[src/rtl/temp_conv_pkg.sv]
// Shared types and constants for the sequential Celsius/Fahrenheit converter.
package temp_conv_pkg;

    typedef enum logic [1:0] {
        ST_IDLE = 2'd0,
        ST_DIV  = 2'd1,
        ST_FIN  = 2'd2,
        ST_DONE = 2'd3
    } state_e;

    typedef enum logic {
        FMT_C2F = 1'b0,
        FMT_F2C = 1'b1
    } fmt_e;

    localparam int F_OFFSET  = 32;
    localparam int C2F_MUL   = 9;
    localparam int C2F_DIV   = 5;
    localparam int F2C_MUL   = 5;
    localparam int F2C_DIV   = 9;
    // Half the divisor rounded down; added before dividing to round to nearest.
    localparam int C2F_ROUND = 2;
    localparam int F2C_ROUND = 4;
    localparam int DVS_W     = 4;
    localparam int MAX_DW    = 20;

    function automatic logic [MAX_DW-1:0] mul_shift_add(input logic [MAX_DW-1:0] x,
                                                        input logic [DVS_W-1:0]  k);
        logic [MAX_DW-1:0] acc;
        acc = '0;
        for (int b = 0; b < DVS_W; b++) begin
            if (k[b]) begin
                acc = acc + (x << b);
            end
        end
        return acc;
    endfunction

endpackage

[src/rtl/serial_div.sv]
// Restoring divider: one quotient bit per cycle, MSB first, WIDTH cycles after start.
module serial_div
    import temp_conv_pkg::*;
#(
    parameter int WIDTH = 12,
    parameter int DVW   = DVS_W
) (
    input  logic             clk_i,
    input  logic             rst_i,
    input  logic             start_i,
    input  logic [WIDTH-1:0] dividend_i,
    input  logic [DVW-1:0]   divisor_i,
    output logic [WIDTH-1:0] quotient_o,
    output logic             done_o
);

    localparam int CW = $clog2(WIDTH + 1);

    logic [DVW-1:0]   rem_q, rem_d;
    logic [WIDTH-1:0] quo_q, quo_d;
    logic [DVW-1:0]   dvs_q, dvs_d;
    logic [CW-1:0]    cnt_q, cnt_d;
    logic [DVW:0]     shifted_s;
    logic [DVW:0]     diff_s;

    // Divider state registers
    always_ff @(posedge clk_i) begin
        if (rst_i) begin
            rem_q <= '0;
            quo_q <= '0;
            dvs_q <= '0;
            cnt_q <= '0;
        end else begin
            rem_q <= rem_d;
            quo_q <= quo_d;
            dvs_q <= dvs_d;
            cnt_q <= cnt_d;
        end
    end

    // Load on start, otherwise retire one restoring step while bits remain
    always_comb begin
        rem_d     = rem_q;
        quo_d     = quo_q;
        dvs_d     = dvs_q;
        cnt_d     = cnt_q;
        shifted_s = {rem_q, quo_q[WIDTH-1]};
        diff_s    = shifted_s - {1'b0, dvs_q};
        if (start_i) begin
            rem_d = '0;
            quo_d = dividend_i;
            dvs_d = divisor_i;
            cnt_d = CW'(WIDTH);
        end else if (cnt_q != '0) begin
            if (shifted_s >= {1'b0, dvs_q}) begin
                rem_d = DVW'(diff_s);
                quo_d = {quo_q[WIDTH-2:0], 1'b1};
            end else begin
                rem_d = DVW'(shifted_s);
                quo_d = {quo_q[WIDTH-2:0], 1'b0};
            end
            cnt_d = cnt_q - CW'(1);
        end else begin
            cnt_d = cnt_q;
        end
    end

    // High during the cycle whose rising edge retires the final quotient bit
    assign done_o     = (cnt_q == CW'(1));
    assign quotient_o = quo_q;

endmodule

[src/rtl/temp_conv_seq.sv]
// Sequential temperature converter: C->F or F->C with rounding, saturation and
// a valid/ready handshake on both sides; divides serially by 5 or 9.
module temp_conv_seq
    import temp_conv_pkg::*;
#(
    parameter int W = 8
) (
    input  logic         i_clk,
    input  logic         i_rst,
    input  logic         i_valid,
    output logic         o_ready,
    input  logic [W-1:0] i_temp,
    input  logic         i_format,
    output logic         o_valid,
    input  logic         i_ready,
    output logic [W-1:0] o_temp,
    output logic         o_neg,
    output logic         o_sat
);

    localparam int DW = W + 4;

    state_e              state_q, state_d;
    fmt_e                fmt_q, fmt_d, fmt_in_s;
    logic                neg_q, neg_d, neg_in_s;
    logic [W-1:0]        temp_q, temp_d;
    logic                out_neg_q, out_neg_d;
    logic                sat_q, sat_d;
    logic                accept_s;
    logic                div_done_s;
    logic [MAX_DW-1:0]   temp_ext_s, mag_s;
    logic [DW-1:0]       dividend_s, quo_s, res_s;
    logic [DVS_W-1:0]    divisor_s;
    logic                sat_s;

    assign accept_s = i_valid && (state_q == ST_IDLE);
    assign fmt_in_s = fmt_e'(i_format);

    // Dividend/divisor for the incoming request; below 32 F the magnitude is mirrored
    always_comb begin
        temp_ext_s = MAX_DW'(i_temp);
        mag_s      = '0;
        neg_in_s   = 1'b0;
        if (fmt_in_s == FMT_C2F) begin
            dividend_s = DW'(mul_shift_add(temp_ext_s, DVS_W'(C2F_MUL)) + MAX_DW'(C2F_ROUND));
            divisor_s  = DVS_W'(C2F_DIV);
        end else begin
            if (temp_ext_s >= MAX_DW'(F_OFFSET)) begin
                mag_s = temp_ext_s - MAX_DW'(F_OFFSET);
            end else begin
                mag_s    = MAX_DW'(F_OFFSET) - temp_ext_s;
                neg_in_s = 1'b1;
            end
            dividend_s = DW'(mul_shift_add(mag_s, DVS_W'(F2C_MUL)) + MAX_DW'(F2C_ROUND));
            divisor_s  = DVS_W'(F2C_DIV);
        end
    end

    serial_div #(
        .WIDTH (DW),
        .DVW   (DVS_W)
    ) u_div (
        .clk_i      (i_clk),
        .rst_i      (i_rst),
        .start_i    (accept_s),
        .dividend_i (dividend_s),
        .divisor_i  (divisor_s),
        .quotient_o (quo_s),
        .done_o     (div_done_s)
    );

    // FSM state register
    always_ff @(posedge i_clk) begin
        if (i_rst) begin
            state_q <= ST_IDLE;
        end else begin
            state_q <= state_d;
        end
    end

    // FSM next-state logic
    always_comb begin
        state_d = state_q;
        case (state_q)
            ST_IDLE: state_d = i_valid    ? ST_DIV  : ST_IDLE;
            ST_DIV:  state_d = div_done_s ? ST_FIN  : ST_DIV;
            ST_FIN:  state_d = ST_DONE;
            ST_DONE: state_d = i_ready    ? ST_IDLE : ST_DONE;
            default: state_d = ST_IDLE;
        endcase
    end

    // FSM handshake outputs decoded from the state register
    always_comb begin
        o_ready = 1'b0;
        o_valid = 1'b0;
        case (state_q)
            ST_IDLE: o_ready = 1'b1;
            ST_DONE: o_valid = 1'b1;
            default: begin
                o_ready = 1'b0;
                o_valid = 1'b0;
            end
        endcase
    end

    // Final result: add the Fahrenheit offset for C->F and clamp to W bits
    always_comb begin
        res_s = (fmt_q == FMT_C2F) ? (quo_s + DW'(F_OFFSET)) : quo_s;
        sat_s = (res_s[DW-1:W] != '0);
    end

    // Request capture on acceptance and result capture in FIN
    always_comb begin
        fmt_d     = fmt_q;
        neg_d     = neg_q;
        temp_d    = temp_q;
        out_neg_d = out_neg_q;
        sat_d     = sat_q;
        if (accept_s) begin
            fmt_d = fmt_in_s;
            neg_d = neg_in_s;
        end else if (state_q == ST_FIN) begin
            temp_d    = sat_s ? {W{1'b1}} : res_s[W-1:0];
            out_neg_d = neg_q;
            sat_d     = sat_s;
        end else begin
            fmt_d = fmt_q;
        end
    end

    // Datapath registers
    always_ff @(posedge i_clk) begin
        if (i_rst) begin
            fmt_q     <= FMT_C2F;
            neg_q     <= 1'b0;
            temp_q    <= '0;
            out_neg_q <= 1'b0;
            sat_q     <= 1'b0;
        end else begin
            fmt_q     <= fmt_d;
            neg_q     <= neg_d;
            temp_q    <= temp_d;
            out_neg_q <= out_neg_d;
            sat_q     <= sat_d;
        end
    end

    assign o_temp = temp_q;
    assign o_neg  = out_neg_q;
    assign o_sat  = sat_q;

endmodule

[config.mk]
export PLATFORM = sky130hd
export DESIGN_NAME = temp_conv_seq
export DESIGN_NICKNAME = d
export VERILOG_FILES = /design/src/rtl/temp_conv_pkg.sv /design/src/rtl/serial_div.sv /design/src/rtl/temp_conv_seq.sv
export SDC_FILE = /design/constraint.sdc
export NUM_CORES = 1
export LEC_CHECK = 0
export CORE_ASPECT_RATIO = 1.75
export CORE_UTILIZATION = 54
export DETAILED_ROUTE_END_ITERATION = 10
export PLACE_DENSITY = 0.79
export REMOVE_ABC_BUFFERS = 1
export SLEW_MARGIN = 5
export SYNTH_ARGS = -nofsm -noshare
export SYNTH_HDL_FRONTEND = slang
export SYNTH_SLANG_ARGS = --single-unit
[constraint.sdc]
create_clock -name i_clk -period 4.1 [get_ports i_clk]
set_input_delay 0.41 -clock i_clk [delete_from_list [all_inputs] [get_ports i_clk]]
set_output_delay 0.41 -clock i_clk [all_outputs]
set_load 0.01 [all_outputs]
## Yosys cells after proc, flatten, opt, wreduce, memory -nomap -nowiden

Index checks and enable logic that the tools add are counted.

| word-level totals | value |
|---|---|
| register bits | 38 |
| bits in latches | 0 |
| memory bits (writable) | 0 |
| bits in read-only memories | 0 |
| input port bits | 13 |
| logic and storage cells | 58 |
| memories kept | 0 |

| operators by class | value |
|---|---|
| $add $sub $neg | 9 |
| multipliers | 0 |
| divide/modulo/power cells | 0 |
| order comparisons | 2 |
| equal/unequal tests | 4 |
| shifts and indexed selects | 0 |
| mux-type cells | 24 |
| bitwise gates (word level) | 1 |
| reduce and logical (&&, ||, !) cells | 7 |

Operators with widths:

| kind | number |
|---|---|
| 12-bit 2-to-1 mux | 10 |
| 4-bit 2-to-1 mux | 4 |
| 12-bit by 11-bit adder with 12-bit output | 1 |
| 12-bit adder | 1 |
| 12-bit by 2-bit adder with 12-bit output (second input constant) | 1 |
| 12-bit by 3-bit adder with 12-bit output (second input constant) | 1 |
| 12-bit by 6-bit adder with 12-bit output (second input constant) | 1 |
| 6-bit by 8-bit subtractor with 9-bit output (first input constant) | 1 |
| 8-bit by 6-bit subtractor with 9-bit output (second input constant) | 1 |
| 8-bit by 6-bit >= comparator with 1-bit output (second input constant) | 1 |
| 8-bit 2-to-1 mux | 1 |
| 2-bit one-hot mux with 4 select lines | 1 |
| 4-bit nonzero test | 2 |
| 1-bit 2-to-1 mux | 6 |
| 5-bit by 4-bit >= comparator with 1-bit output | 1 |
| 2-bit == test (second input constant) | 2 |
| 4-bit by 1-bit == test with 1-bit output (second input constant) | 1 |
| 2-bit 2-to-1 mux | 2 |
| 4-bit by 1-bit subtractor with 4-bit output (second input constant) | 1 |
| 4-bit subtractor | 1 |
| 2-bit by 1-bit == test with 1-bit output (second input constant) | 1 |
| 2-bit logical NOT | 1 |
| 2-bit AND reduction | 1 |
| 2-bit nonzero test | 1 |
| 3 further kinds | 3 |

## Logic depth before layout (Yosys ltp)

| depth | value |
|---|---|
| depth after elaboration | 9 |
| depth in mapped cells | 18 |
| gate-level depth less buffers | 16 |

## Modules after synthesis

Synthesis repeated with hierarchy kept, for this count alone.

| unflattened totals | value |
|---|---|
| cell total of the unflattened synthesis | 428 |
| area total of the unflattened synthesis | 3470.8 um^2 |

By module, submodules not included:

| module | times used | cells an instance | area an instance (um^2) |
|---|---|---|---|
| temp_conv_seq | 1 | 278 | 2203.4 |
| serial_div | 1 | 150 | 1267.5 |

## Worst setup path before layout

OpenSTA, ideal clock, no wires.

| timing path | value |
|---|---|
| kind | input-to-reg |
| from | in i_temp[5] |
| to | reg u_div.quo_q[10] (netlist: u_div.quotient_o[10]) |
| setup time | 0.124 ns |
| arrival time | 3.951 ns |
| data required time | 3.976 ns |
| setup slack | 0.025 ns |
| stages on the path | 17 |
| path buffers | 3 |
| cells stage by stage | clkbuf_1 -> inv_1 -> ha_1 -> ha_1 -> buf_6 -> buf_2 -> nand2_1 -> mux2_2 -> fa_1 -> inv_1 -> a21oi_1 -> or2b_1 -> a2111oi_4 -> nor3_4 -> xor2_2 -> and4_1 -> o31ai_2 |

| on the way | value |
|---|---|
| word-level cells in the longest chain between the ends | 9 |
| elaborated cells on any way between the ends | 15 |
| those cells by class | add/sub (6); order compare (1); mux (8) |

RTL lines:

| what | RTL line | RTL |
|---|---|---|
| from (decl) | temp_conv_seq.sv:12 | `input logic [W-1:0] i_temp,` |
| 6-bit by 8-bit subtractor with 9-bit output (tied with other cells) | temp_conv_seq.sv:51 | `mag_s = MAX_DW'(F_OFFSET) - temp_ext_s;` |
| 12-bit 2-to-1 mux | temp_conv_seq.sv:48 | `if (temp_ext_s >= MAX_DW'(F_OFFSET)) begin` |
| 12-bit 2-to-1 mux (2 in series) | temp_conv_seq.sv:44 | `if (fmt_in_s == FMT_C2F) begin` |
| 12-bit adder | temp_conv_pkg.sv:33 | `acc = acc + (x << b);` |
| 12-bit 2-to-1 mux | temp_conv_seq.sv:44 |  |
| 12-bit by 3-bit adder with 12-bit output | temp_conv_seq.sv:54 | `dividend_s = DW'(mul_shift_add(mag_s, DVS_W'(F2C_MUL)) + MAX_DW'(F2C_ROUND));` |
| 12-bit 2-to-1 mux * | temp_conv_seq.sv:44 |  |
| 12-bit 2-to-1 mux * | serial_div.sv:49 | `if (start_i) begin` |
| to (signal assigned) | serial_div.sv:35 | `quo_q <= quo_d;` |
| to (decl) | serial_div.sv:20 | `logic [WIDTH-1:0] quo_q, quo_d;` |

Every way passes the cells marked *; elsewhere a longest branch is shown, timed or not. The select of a mux whose other input is x is not followed.
A chain may end at the register's enable or synchronous reset.

## Worst setup path in the final report

| timing path | value |
|---|---|
| from | in i_temp[5] |
| to | reg u_div.quo_q[7] (netlist: u_div.quotient_o[7]) |

Same word-level chain as after synthesis.

==> impl_metrics.ini <==
[worst_setup_path]
reg2reg_depth = 6
endpoint = u_div.quotient_o[7]$_SDFFE_PP0P_
end_kind = flip-flop
crit_path_start = i_temp[5]
critPathKind = input pin to flip-flop
cp.required_ns = 4.30
start_kind = input pin
rrSetupSlack_ns = 2.01
r2r-end = u_div.quotient_o[10]$_SDFFE_PP0P_
cp.arrival_ns = 4.08
reg2reg_from = state_q[0]$_SDFF_PP0_
cp_max_fo = 11

[sta]
fin_crit_sh = 0.948
worst-slew-pin-transition_ns = 0.878
slew_headroom = 0.413
setup_viol = 0
finalHoldViolations = 0
min_period_ns = 3.89
grt_setup_unrepaired = no
drv_slew = 0
fin_setup_tns_ns = 0
whs_ns = 0.458
fmax_ghz = 0.257
finClkSkew_ns = 0.00555

[cells_and_area]
fin_nets = 519
finalInstanceArea_mm2 = 0.00406
layout-drive-gt1-share = 0.161
diodes = 0
syn2layout_area_growth_pct = 20.6

[min_path]
hp-class = flip-flop to flip-flop

[routing]
postRouteAntennaNets = 0
wl_mm = 8.62
num_vias = 3366
via_per_inst = 6.06
drc = 0
dr.pass1.iters = 4
drt_iter0_drc = 145
avgRoutedWirePerCell_um = 15.5

[clock_tree]
cts_hold_buf = 0
clk_latency_ns = 0.30
cts-root-buf = clkbuf_8
cts.clk_slew.worst_paths_ns = 0.08
cts_buffer_depth = 2
cts.sinks = 36
cts_buffers = 5
cts_tree = built
htree_levels = 2

[logic_synthesis]
synthArstFlopShare = 0
synth.distinct_cells = 72
synth_seq_cells = 36
synth-seq-area-share = 0.214
yosys_warnings = 0
syn_avg_cell_area_um2 = 7.76
synth_edf_count = 0
synthFlopType = dfxtp_1
synthCells = 434
netlist_area_mm2 = 0.00337

[global_route]
overflow = 0
grt_pass1_vias = 3367
grt_usage = 0.289
antenna_found_initial = 0
grt_max_degree = 29
grt_pass1_wl_mm = 14.4

[die]
num_io_pins = 25
dieHeight_um = 106
die_area_mm2 = 0.00657
core_mm2 = 0.00593
rows = 37
initial_core_util = 0.568
fp.dieW_um = 61.7

[placement]
io_buffers = 24
place_area_mm2 = 0.00384
place_congestion = 0.975
dp_hpwl_mm = 6.83

[power_and_ir_drop]
p_leak_nw = 1.60
p_per_area_mw_per_mm2 = 431
vdd_drop_max_v = 0.000202

[outcome]
outcome = completed

[run]
drv_cap = 0
==> layer usage <==
layer  share of wire  track usage  up-vias  wire length, um
li1                -            -     1657                -
met5               0            0        -                0
met2            0.54        0.517       97             4660
met3           0.026       0.0353       46              223
met1            0.36        0.276     1566             3130
met4           0.070        0.225        0              604
==> flip-flops by register name, indices dropped and copies added (netlist names) <==
register	cells
o_temp	8
u_div.quotient_o	12
o_sat	1
neg_q	1
o_neg	1
state_q	2
u_div.rem_q	4
u_div.cnt_q	4
u_div.dvs_q	3
==> kinds of logic after synthesis <==
kind of cell / Yosys count / share of synthesized area
flip-flops: 36 / 0.214
adder cells (fa/ha/maj): 30 / 0.116
AO/OA/AOI/OAI: 98 / 0.216
XOR/XNOR: 30 / 0.0803
buffers and inverters: 43 / 0.0524
multiplexers: 6 / 0.0193
AND/OR/NAND/NOR: 191 / 0.302
==> worst max-delay path, stage by stage <==
cell and delay [ns]:
clkdlybuf4s50_1 0.49, inv_1 0.06, ha_1 0.19, ha_1 0.23
buf_4 0.19, and2b_2 0.21, a221oi_4 0.28, inv_1 0.08
ha_1 0.43, nor3_1 0.09, a31oi_1 0.20, o311ai_0 0.20
nor3b_2 0.33, buf_4 0.20, xnor2_1 0.11, a211oi_1 0.09
a311oi_1 0.29
==> final cells by class <==
cell class	instances	area, um^2
clock buffer	5	68.8
clock inverter	3	90.1
fill	520	1860
inverter	23	86.3
multi-input combinational	355	2520
sequential	36	721
tap	78	97.6
timing repair buffer	55	473
==> power by group <==
group / internal, mW / total, mW / switching [mW] / leakage, nW
clock: 0.304 / 0.442 / 0.138 / 0.0784
sequential: 0.414 / 0.472 / 0.0580 / 0.295
combinational: 0.350 / 0.836 / 0.485 / 1.22
==> through the flow <==
step | cells | total power [mW] | setup slack [ns] | utilization
after detailed placement | 546 | 1.28 | -0.169 | 0.648
final | 555 | 1.75 | 0.211 | 0.685
after global routing | 555 | 1.86 | 0.0210 | 0.685
after global placement | 546 | 1.26 | 0.0224 | 0.648
after CTS | 554 | 1.72 | 0.123 | 0.675
after floorplan | 414 | 1.04 | 0.332 | -
==> cell usage after synthesis, drive strengths merged, types with 7 or more instances <==
| cell | instances | area share |
|---|---|---|
| nor2 | 40 | 0.045 |
| dfxtp | 36 | 0.21 |
| a311oi | 11 | 0.030 |
| inv | 23 | 0.026 |
| and2b | 7 | 0.018 |
| o21ai | 11 | 0.016 |
| nor3 | 32 | 0.052 |
| buf | 8 | 0.013 |
| nand3 | 10 | 0.015 |
| clkbuf | 12 | 0.013 |
| a21oi | 28 | 0.042 |
| a211oi | 14 | 0.031 |
| xnor2 | 21 | 0.055 |
| xor2 | 9 | 0.026 |
| ha | 28 | 0.10 |
| nand2 | 54 | 0.060 |
==> repair_timing <==
| action | CTS | global route |
|---|---|---|
| endpoints found under the setup margin | 0 | 4 |
| gates resized for setup | 0 | 9 |
| setup buffers | 0 | 1 |
==> cells in the final DEF (no fill, tap or decap), types with 2 or more instances in the layout <==
master,instances
nand2_1,53
nor2_1,40
dfxtp_1,36
buf_4,31
nor3_1,29
a21oi_1,28
ha_1,28
clkdlybuf4s50_1,24
inv_1,21
xnor2_1,20
a211oi_1,14
nand3_1,10
a311oi_1,10
xor2_1,8
o21ai_0,8
and2b_2,7
nand2b_1,6
and3_1,6
and2_1,5
nand4_1,5
a21o_1,5
clkbuf_8,5
mux2_2,4
nor3b_1,3
nor2b_1,3
a31oi_1,3
o21ai_1,3
o31ai_1,3
bufinv_16,3
nor4b_1,2
inv_2,2
a22oi_1,2
nor3b_2,2
a211o_1,2
and4_1,2
nor3_2,2
nor4_2,2
o21bai_1,2
mux2i_1,2
==> how the worst min path moves through the flow <==
stage               slack (ns)                from                 end  cells past startpoint
CTS                       0.46  o_neg$_SDFFE_PP0P_  o_neg$_SDFFE_PP0P_                      2
floorplan                 0.43  neg_q$_SDFFE_PP0P_  o_neg$_SDFFE_PP0P_                      2
global route              0.49  o_neg$_SDFFE_PP0P_  o_neg$_SDFFE_PP0P_                      2
detailed placement        0.45  o_neg$_SDFFE_PP0P_  o_neg$_SDFFE_PP0P_                      2
global placement          0.44  o_sat$_SDFFE_PP0P_  o_sat$_SDFFE_PP0P_                      2
finish                    0.46  o_sat$_SDFFE_PP0P_  o_sat$_SDFFE_PP0P_                      2
No activity file was read; power rests on OpenSTA's default activity.
